### config.mk
export PLATFORM = sky130hd
export DESIGN_NAME = fetch_unit
export DESIGN_NICKNAME = d
export VERILOG_FILES = /design/src/rtl/fetch_unit_pkg.sv /design/src/rtl/fetch_unit.sv
export SDC_FILE = /design/constraint.sdc
export NUM_CORES = 1
export LEC_CHECK = 0
export CORE_ASPECT_RATIO = 1.1
export CORE_MARGIN = 2
export CORE_UTILIZATION = 40
export CTS_CLUSTER_SIZE = 25
export DETAILED_ROUTE_END_ITERATION = 12
export HOLD_SLACK_MARGIN = 0.02
export PLACE_DENSITY = 0.79
export SLEW_MARGIN = 20
export SYNTH_ARGS = -nofsm -noshare
export SYNTH_HDL_FRONTEND = slang
export SYNTH_SLANG_ARGS = --single-unit
### constraint.sdc
create_clock -name clk_i -period 3.2 [get_ports clk_i]
set_input_delay 0.64 -clock clk_i [delete_from_list [all_inputs] [get_ports clk_i]]
set_output_delay 0.64 -clock clk_i [all_outputs]
set_load 0.01 [all_outputs]
### src/rtl/fetch_unit_pkg.sv
`default_nettype none
// ============================================================================
// Module   : fetch_unit_pkg
// Brief    : Shared rv32i definitions for the fetch stage (width, NOP word,
//            fetch FSM state encoding).
// Revision : 1.0 - initial release
// ============================================================================
package fetch_unit_pkg;

  // Native data/address width of the core.
  localparam int unsigned RV_XLEN = 32;

  // addi x0,x0,0 : the canonical RV32I no-op, used as the fault marker word.
  localparam logic [31:0] RV_NOP_INSN = 32'h0000_0013;

  // Fetch FSM states. DROP_HOLD presents a timed-out fault like HOLD while a
  // late response may still arrive and has to be swallowed.
  typedef enum logic [2:0] {
    IDLE      = 3'd0,
    REQ       = 3'd1,
    WAIT      = 3'd2,
    HOLD      = 3'd3,
    DROP      = 3'd4,
    DROP_HOLD = 3'd5
  } fetch_state_e;

endpackage
`default_nettype wire

### src/rtl/fetch_unit.sv
`default_nettype none
// ============================================================================
// Module   : fetch_unit
// Brief    : Instruction fetch stage. Issues one request/grant/response
//            transaction per PC, holds the fetched word under valid/ready and
//            steps the PC register on accept or redirect. Handles wait states,
//            flushes, misaligned PCs and response timeout.
// Revision : 1.0 - initial release
// ============================================================================
module fetch_unit
  import fetch_unit_pkg::*;
#(
  parameter int unsigned     XLEN        = RV_XLEN,
  parameter int unsigned     TIMEOUT_CYC = 255,
  parameter logic [XLEN-1:0] NOP_INSN    = XLEN'(RV_NOP_INSN)
) (
  input  logic            clk_i,
  input  logic            rst_n,
  input  logic [XLEN-1:0] pc_i,
  output logic            pc_en_o,
  input  logic            flush_i,
  output logic            imem_req_o,
  output logic [XLEN-1:0] imem_addr_o,
  input  logic            imem_gnt_i,
  input  logic            imem_rvalid_i,
  input  logic [XLEN-1:0] imem_rdata_i,
  output logic            inst_valid_o,
  input  logic            inst_ready_i,
  output logic [XLEN-1:0] inst_o,
  output logic [XLEN-1:0] inst_pc_o,
  output logic            fault_o
);

  localparam int unsigned   CW        = $clog2(TIMEOUT_CYC + 1);
  localparam logic [CW-1:0] C_TIMEOUT = CW'(TIMEOUT_CYC);

  fetch_state_e    r_state;
  logic [CW-1:0]   r_cnt;
  logic [XLEN-1:0] r_inst;
  logic [XLEN-1:0] r_inst_pc;
  logic            r_fault;

  logic            w_aligned;
  logic            w_hold;
  logic            w_accept;
  logic [CW-1:0]   w_cnt_nxt;
  logic            w_timeout;

  assign w_aligned = (pc_i[1:0] == 2'b00);
  assign w_hold    = (r_state == HOLD) || (r_state == DROP_HOLD);
  assign w_accept  = w_hold && inst_ready_i;
  assign w_cnt_nxt = r_cnt + 1'b1;
  // Expires once TIMEOUT_CYC cycles have elapsed without a response.
  assign w_timeout = (w_cnt_nxt == C_TIMEOUT);

  // Request, address and PC enable depend on the live PC / flush inputs:
  // the PC register loads at the end of the accept/flush cycle and the very
  // next REQ cycle must already present the new PC, so these cannot be
  // registered without losing a cycle per instruction.
  assign imem_req_o   = (r_state == REQ) && w_aligned;
  assign imem_addr_o  = (r_state == REQ) ? {pc_i[XLEN-1:2], 2'b00} : '0;
  assign pc_en_o      = (flush_i && (r_state != IDLE)) || w_accept;
  assign inst_valid_o = w_hold;
  assign inst_o       = r_inst;
  assign inst_pc_o    = r_inst_pc;
  assign fault_o      = r_fault;

  // Fetch FSM, wait/timeout counter and instruction holding register.
  always_ff @(posedge clk_i or negedge rst_n) begin
    if (!rst_n) begin
      r_state   <= IDLE;
      r_cnt     <= '0;
      r_inst    <= NOP_INSN;
      r_inst_pc <= '0;
      r_fault   <= 1'b0;
    end else begin
      // Counter restarts on every state change; only staying in WAIT/DROP
      // lets it advance.
      r_cnt <= '0;
      case (r_state)
        IDLE: r_state <= REQ;

        REQ: begin
          r_inst_pc <= pc_i;
          if (flush_i) begin
            // A grant seen together with the flush still owes a response.
            r_state <= (w_aligned && imem_gnt_i) ? DROP : REQ;
          end else if (!w_aligned) begin
            r_state <= HOLD;
            r_fault <= 1'b1;
            r_inst  <= NOP_INSN;
          end else if (imem_gnt_i) begin
            r_state <= WAIT;
          end
        end

        WAIT: begin
          if (flush_i) begin
            r_state <= imem_rvalid_i ? REQ : DROP;
          end else if (imem_rvalid_i) begin
            r_state <= HOLD;
            r_inst  <= imem_rdata_i;
            r_fault <= 1'b0;
          end else if (w_timeout) begin
            r_state <= DROP_HOLD;
            r_inst  <= NOP_INSN;
            r_fault <= 1'b1;
          end else begin
            r_cnt <= w_cnt_nxt;
          end
        end

        HOLD: begin
          if (flush_i || inst_ready_i) begin
            r_state <= REQ;
            r_fault <= 1'b0;
          end
        end

        DROP_HOLD: begin
          // Leaving before the late response shows up must still wait it
          // out, otherwise it would be taken as the next fetch's data.
          if (flush_i || inst_ready_i) begin
            r_state <= imem_rvalid_i ? REQ : DROP;
            r_fault <= 1'b0;
          end else if (imem_rvalid_i) begin
            r_state <= HOLD;
          end
        end

        DROP: begin
          if (imem_rvalid_i || w_timeout) begin
            r_state <= REQ;
          end else begin
            r_cnt <= w_cnt_nxt;
          end
        end

        default: r_state <= IDLE;
      endcase
    end
  end

endmodule
`default_nettype wire

# Word-level counts from Yosys, hierarchy flattened
# Cells that the tools add are included.
# op_classes
add_sub_neg,1
n_eq_ne,16
muxes,32
n_reduce_logical,17
# ops
op,n
$mux W32,6
$pmux W32 S2,1
$mux W3,12
$mux W8,4
$pmux W3 S6,1
$pmux W8 S2,1
$reduce_and A5 Y1,2
$add A8 B1 Y8 const B,1
$eq A8 B8 Y1 const B,1
$ne A2 B2 Y1 const B,4
$ne A4 B4 Y1 const B,2
$eq A3 B2 Y1 const B,2
$eq A3 B3 Y1 const B,2
$mux W1,6
$reduce_and A6 Y1,1
$reduce_bool A3 Y1,2
$logic_and A1 B1 Y1,4
$logic_or A1 B1 Y1,4
$ne A2 B1 Y1 const B,2
$eq A3 B1 Y1 const B,1
$logic_not A3 Y1,1
$ne A3 B2 Y1 const B,1
$ne A3 B3 Y1 const B,1
$pmux W1 S3,1
other kinds (3),3
# word_totals
output_inout_bits,100
register_bits,76
input_bits,70
wordCells,71

# Longest topological paths before layout
# Gate-level depths: netlist (run 1).
# logic_depth
word_depth,6
ltp_mapped,8
ltp_nobuf,7

# Worst setup path after synthesis (run 1)
# No wires, ideal clock.
# synth_timing
kind,register to register
start,register r_cnt[0]
end,"register r_inst[10], in the netlist inst_o[10]"
arrival_time_ps,1793
setup_ps,130
synth_period_minus_slack_ps,1924
t_required_ps,3070
path_slack_ps,1276
stages_incl_launch_ff,8
n_path_buf,1
path_cell_list,dfrtp_1 -> ha_1 -> nand2b_1 -> o21a_1 -> o211a_1 -> o32ai_4 -> buf_6 -> o21ai_0
# synth_between
elab_chain_len,4
# synth_lines
element,line,text
start: declaration,fetch_unit.sv:38,logic [CW-1:0] r_cnt;
start signal: assignment,fetch_unit.sv:109,r_cnt <= w_cnt_nxt;
start signal: assignment,fetch_unit.sv:135,r_cnt <= w_cnt_nxt;
$add A8 B1 Y8,fetch_unit.sv:52,assign w_cnt_nxt = r_cnt + 1'b1;
$eq A8 B8 Y1,fetch_unit.sv:54,assign w_timeout = (w_cnt_nxt == C_TIMEOUT);
$ne A3 B3 Y1 (no line),--,
$reduce_and A5 Y1 (no line),--,
end signal: assignment,fetch_unit.sv:102,r_inst <= imem_rdata_i;
end: declaration,fetch_unit.sv:39,logic [XLEN-1:0] r_inst;
# No other way between the ends.
# A chain may end at the register's enable or synchronous reset.

# Worst setup path in the final report (run 1)
# layout_timing
start,input pc_i[1]
end,output imem_req_o
# layout_between
elab_chain_len,2
# layout_lines
element,line,text
start: declaration,fetch_unit.sv:19,"input logic [XLEN-1:0] pc_i,"
$logic_not A2 Y1,fetch_unit.sv:49,assign w_aligned = (pc_i[1:0] == 2'b00);
$logic_and A1 B1 Y1,fetch_unit.sv:60,assign imem_req_o = (r_state == REQ) && w_aligned;
end: declaration,fetch_unit.sv:22,"output logic imem_req_o,"
# No other way between the ends.

==> results.yml, run 1 <==
route:
  drc: 0
  drtIter0Drc: 164
  post_drt_wl_per_cell_um: 16.2
  wl_um: 10500
  dr_total_vias: 3460
  dr.pass1.iters: 4
  vias_per_cell: 5.34
  final_antenna_net_count: 0
grt:
  grt.total_usage_pct: 21.0
  grt_pass1_vias: 3412
  grt_pass1_wl_um: 16600
  grt_max_degree: 77
  gr-total-overflow: 0
  antenna_found_initial: 0
cts:
  clkSinkCount: 76
  cts.path.max_buffers: 2
  clk_latency_ps: 360
  htree_levels: 3
  cts_buffers: 9
  ctsHoldBuffers: 0
  cts-root-buf: "clkbuf_8"
  cts.clk_slew.worst_paths_ps: 90
  cts_tree: "yes"
  postCtsSetupBuffers: 0
  postCtsResizedCells: 0
finish:
  multi_input_area_mm2: 0.00153
  n_antenna_cell: 0
  num-nets-final: 601
  seqCellArea_mm2: 0.00191
  fillers: 761
  layout-drive-gt1-share_pct: 8.05
  area_delta_synth_final_pct: 51.9
critical_path:
  reg2reg_slack_ps: 620
  ff2ff_path_depth: 6
  path_cells: "clkdlybuf4s50_1 > nor2_1 > nand2_1 > inv_1 > clkdlybuf4s50_1"
  required_ps: 2560
  crit_top_cell: "clkdlybuf4s50_1"
  r2r-end: "inst_o[28]"
  cp.arrival_ps: 2280
  crit_type: "in2out"
  crit_fanout: 6
  critPathCaptureType: "primary output"
  path_buf_inv: 3
  cp-start-kind: "input pin"
  crit_slowest_cell: "clkdlybuf4s50_1"
  r2r_start: "r_cnt[0]"
  cpPeakStageDelay_ps: 530
  crit_family: "buffers and inverters"
power:
  switching_power_uw: 2090
  switching_share_pct: 38.3
  power.leakage_uw: 0.00264
  seqPwrFrac_pct: 32.3
  finalPower_uw: 5450
  pwr-share-comb_pct: 54.9
  ir_worst_vdd_mv: 0.495
  p_clk_share_pct: 12.8
  pwr_density_cell_mw_per_mm2: 970
  internal_power_uw: 3360
logic_synthesis:
  syn-cell-area_mm2: 0.00370
  netlist_instances: 371
  async_flop_share_pct: 100
  synth.avg_cell_area_um2: 9.97
  synth-seq-cells: 76
  yosysWarnings: 0
  ys_seq_area_share_pct: 51.5
  ys_types: 52
  synth_ff_type: "dfrtp_1"
  synth_edf_count: 0
sta:
  slew_violations: 0
  slew_headroom_pct: 32.7
  finalCritPeriodShare_pct: 91.2
  fmaxAchievable_mhz: 343
  worst_slew_pin_slew_ps: 1010
  hold_viol: 0
  fin_crit_ps: 2920
  fin_skew_ps: 14.5
  setup_tns_ps: 0
  grt_setup_unrepaired: "no"
  finalSetupViolations: 0
floorplan:
  core_area_mm2: 0.00892
  start_util_pct: 41.5
  die_height_um: 105
  dieArea_mm2: 0.0100
  die_x_um: 95.7
  ioPinCount: 170
  rows: 36
outcome:
  status: "finished clean"
worst_hold_path:
  hp-class: "in2async"
flow_run:
  drv_cap: 0
placement:
  dp_hpwl_um: 7680
  gp_congestion: 0.928
  io_buffers: 167
## synthesized netlist by cell type (2+ instances only)
library cell   n  share of area (%)
dfrtp_1       73                 49
o21ai_0       39                5.3
inv_1         37                3.8
and3_1        33                5.6
a21o_1        31                6.3
a22oi_1       30                6.1
clkbuf_1      16                1.6
nand2_1       15                1.5
nor2_1        13                1.3
nand3_1        6               0.81
a21oi_1        5               0.68
nand2b_1       5               0.85
o21a_1         5                1.0
buf_2          4               0.54
o22ai_1        4               0.68
and3_2         3               0.61
buf_4          3               0.61
buf_6          3               0.91
dfstp_2        3                2.1
o22a_1         3               0.71
xor2_1         3               0.71
a21bo_2        2               0.54
a32oi_1        2               0.47
ha_1           2               0.68
nand3b_1       2               0.41
or2b_2         2               0.47
or3_1          2               0.34
## flip-flops by register name, summed over array words and instances (netlist names)
name       count
r_cnt          8
inst_pc_o     32
fault_o        1
inst_o        32
r_state        3
## power groups by stage
| stage | clock network [uW] | logic (uW) | registers (uW) |
|---|---|---|---|
| global placement | 0 | 2930 | 1760 |
| floorplan | 0 | 1310 | 1900 |
| global route | 770 | 3260 | 1830 |
| CTS | 721 | 3020 | 1760 |
| detailed placement | 0 | 3020 | 1770 |
| finish | 698 | 2990 | 1760 |
## worst reg2reg max path, delay by kind of cell (launching register included)
family | cells | cell delay (ps)
fa+ha+maj | 1 | 300
compound gates | 4 | 1480
flops | 1 | 450
simple gates | 1 | 190
## per-stage QoR
| step | utilization, % | worst slack [ps] | area (um^2) | instances | hold WS (ps) |
|---|---|---|---|---|---|
| 2_1_floorplan | - | 1280 | 3700 | 372 | 344 |
| 3_3_place_gp | 60.8 | 325 | 5420 | 632 | 457 |
| 3_5_place_dp | 60.8 | 309 | 5420 | 632 | 464 |
| 4_1_cts | 62.9 | 284 | 5610 | 648 | 462 |
| 5_1_grt | 63.0 | 124 | 5620 | 648 | 500 |
| 6_report | 63.0 | 283 | 5620 | 648 | 399 |
## area by class of cell
class,count,share of cell area (%)
Sequential cell,76,33.9
Timing Repair Buffer,172,30.4
Multi-Input combinational cell,233,27.2
Tap cell,114,2.54
Inverter,37,2.47
Clock buffer,9,2.21
Clock inverter,7,1.25
## layout by cell type, fill, tap and decap left out, drive strengths merged, types with 9 or more instances in the layout
master         Yosys  routed
clkdlybuf4s50      0     166
dfrtp             73      73
o21ai             40      40
inv               37      40
and3              36      36
a21o              31      31
a22oi             30      30
nand2             15      15
nor2              14      14
clkbuf            16       9
## worst max path at each step
stage | slack (ps) | to | cells after the start | from
floorplan | 1280 | inst_o[10] | 7 | r_cnt[0]
global placement | 320 | imem_req_o | 5 | pc_i[1]
detailed placement | 310 | imem_req_o | 5 | pc_i[1]
CTS | 280 | imem_req_o | 5 | pc_i[1]
global route | 120 | imem_req_o | 5 | pc_i[1]
finish | 280 | imem_req_o | 5 | pc_i[1]
## metal layers
| metal | share of wire [%] | track usage [%] |
|---|---|---|
| met3 | 8.9 | 6.27 |
| met5 | 0 | 0 |
| met1 | 40 | 25.1 |
| met2 | 49 | 34.6 |
| met4 | 2.4 | 8.88 |
## cell families after synthesis
kind of cell,Yosys count,synth area share [%]
buf+inv,63,7.44
mux,1,0.372
fa+ha+maj,2,0.676
xor+xnor,4,0.947
flops,76,51.5
compound gates,131,24.7
simple gates,93,14.2
other cells,1,0.101
No activity file was read; power rests on OpenSTA's default activity.
==> inputs of run 2 (changes only) <==
--- a/config.mk
+++ b/config.mk
@@ -12,6 +12,7 @@
 export DETAILED_ROUTE_END_ITERATION = 12
 export HOLD_SLACK_MARGIN = 0.02
 export PLACE_DENSITY = 0.79
+export REMOVE_ABC_BUFFERS = 1
 export SLEW_MARGIN = 20
 export SYNTH_ARGS = -nofsm -noshare
 export SYNTH_HDL_FRONTEND = slang
==> run 2 against run 1 <==
Critical path depth is the same; cell area increased by 0.45%; global-route usage is 1.1 points lower; critical endpoint unchanged; combinational power decreased by 2%; clock power grew 11%; largest power group unchanged; core utilization is 0.28 points higher.
==> results.yml, run 2 (synthesized netlist as in run 1, its figures left out) <==
outcome:
  status: "finished clean"
placement:
  gp_congestion: 0.919
  post-place-ws_ps: 299
  dp_hpwl_um: 7380
  io_buffers: 167
critical_path:
  crit_family: "buffers and inverters"
  r2r_start: "r_cnt[0]"
  crit_slowest_cell: "clkdlybuf4s50_1"
  cp-start-kind: "input pin"
  crit_type: "in2out"
  setup.worst_path.start: "pc_i[0]"
  cp.arrival_ps: 2290
  critPathCaptureType: "primary output"
  path_buf_inv: 3
  crit_fanout: 6
  path_cells: "clkdlybuf4s50_1 > nor2_1 > nand2_1 > inv_1 > clkdlybuf4s50_1"
  cpPeakStageDelay_ps: 550
  required_ps: 2560
  crit_top_cell: "clkdlybuf4s50_1"
cts:
  ctsHoldBuffers: 0
  cts_buffers: 9
  clkSinkCount: 76
  cts.clk_slew.worst_paths_ps: 70
  htree_levels: 3
  postCtsResizedCells: 0
  clk_latency_ps: 340
  cts_tree: "yes"
  cts.path.max_buffers: 2
  postCtsSetupBuffers: 0
  cts-root-buf: "clkbuf_8"
floorplan:
  ioPinCount: 170
  die_height_um: 105
  dieArea_mm2: 0.0100
  start_util_pct: 41.5
  rows: 36
  die_x_um: 95.7
  core_area_mm2: 0.00892
sta:
  layout_setup_ws_ps: 273
  grt_setup_unrepaired: "no"
  fin_crit_ps: 2930
  slew_violations: 0
  slew_headroom_pct: 34.4
  setup_tns_ps: 0
  fmaxAchievable_mhz: 342
  finalSetupViolations: 0
  worst_slew_pin_slew_ps: 985
  hold_viol: 0
  finalCritPeriodShare_pct: 91.5
  fin_skew_ps: 9.98
route:
  drtIter0Drc: 154
  final_antenna_net_count: 0
  drc: 0
  dr_total_vias: 3390
  post_drt_wl_per_cell_um: 15.3
  dr.pass1.iters: 4
  vias_per_cell: 5.23
  wl_um: 9920
worst_hold_path:
  hp-class: "in2async"
finish:
  mostFrequentLayoutCells: "clkdlybuf4s50_1 (166), dfrtp_1 (73), o21ai_0 (39), inv_1 (37), and3_1 (33)"
  layout-drive-gt1-share_pct: 7.87
  fillers: 725
  seqCellArea_mm2: 0.00191
  n_antenna_cell: 0
  layout_commonest_cell: "clkdlybuf4s50_1"
  area_delta_synth_final_pct: 52.5
  multi_input_area_mm2: 0.00153
  num-nets-final: 602
grt:
  grt_pass1_wl_um: 15800
  grt_max_degree: 77
  grt_pass1_vias: 3297
  gr-total-overflow: 0
  grt.total_usage_pct: 19.9
  antenna_found_initial: 0
flow_run:
  drv_cap: 0
power:
  pwr_density_cell_mw_per_mm2: 974
  power.leakage_uw: 0.00265
  ir_worst_vdd_mv: 0.439
[run 2: per-layer routing]
| layer | up-vias | share of wire, % | GRT usage (%) |
|---|---|---|---|
| li1 | 1618 | - | - |
| met1 | 1613 | 40 | 23.6 |
| met2 | 143 | 50 | 34.1 |
| met3 | 16 | 8.3 | 4.97 |
| met4 | 0 | 2.0 | 7.55 |
| met5 | - | 0 | 0 |
[run 2: path summary, 6_finish.rpt]
check | end | slack (ps) | cells after the start
hold reg to reg | inst_pc_o[19] | 480 | 1
min in group clk_i | inst_pc_o[19] | 480 | 1
setup / recovery | imem_req_o | 270 | 5
setup reg to reg | inst_o[28] | 620 | 6
max in group asynchronous | r_state[0] | 2180 | 1
hold / removal | inst_pc_o[4] | 410 | 1
[run 2: final cells by class]
class                      instances  area share [%]
clock inverter                     6            1.60
sequential                        76            33.8
multi-input combinational        233            27.1
clock buffer                       9            2.20
tap                              114            2.53
inverter                          37            2.46
timing repair buffer             173            30.4
[run 2: metrics by stage]
step	hold slack [ps]	instance area [um^2]	util, %	std cells	power, uW
global route	493	5640	63.3	648	5900
floorplan	344	3570	-	346	3100
finish	411	5640	63.3	648	5490
global placement	457	5430	60.9	633	4680
CTS	467	5640	63.3	648	5560
detailed placement	464	5430	60.9	633	4770
[run 2: worst reg2reg max path, stage by stage (launching register included)]
cell,delay [ps]
dfrtp_1,450
ha_1,310
nand2b_1,190
o21a_1,200
o211a_1,260
o32ai_4,800
o21ai_0,210
[run 2: report_power, final]
group          total, uW  switching [uW]  internal [uW]  leakage (uW)
combinational       2940            1310           1640       0.00163
clock                773             338            436      0.000105
sequential          1780             350           1420      0.000913
total               5490            1990           3500       0.00265
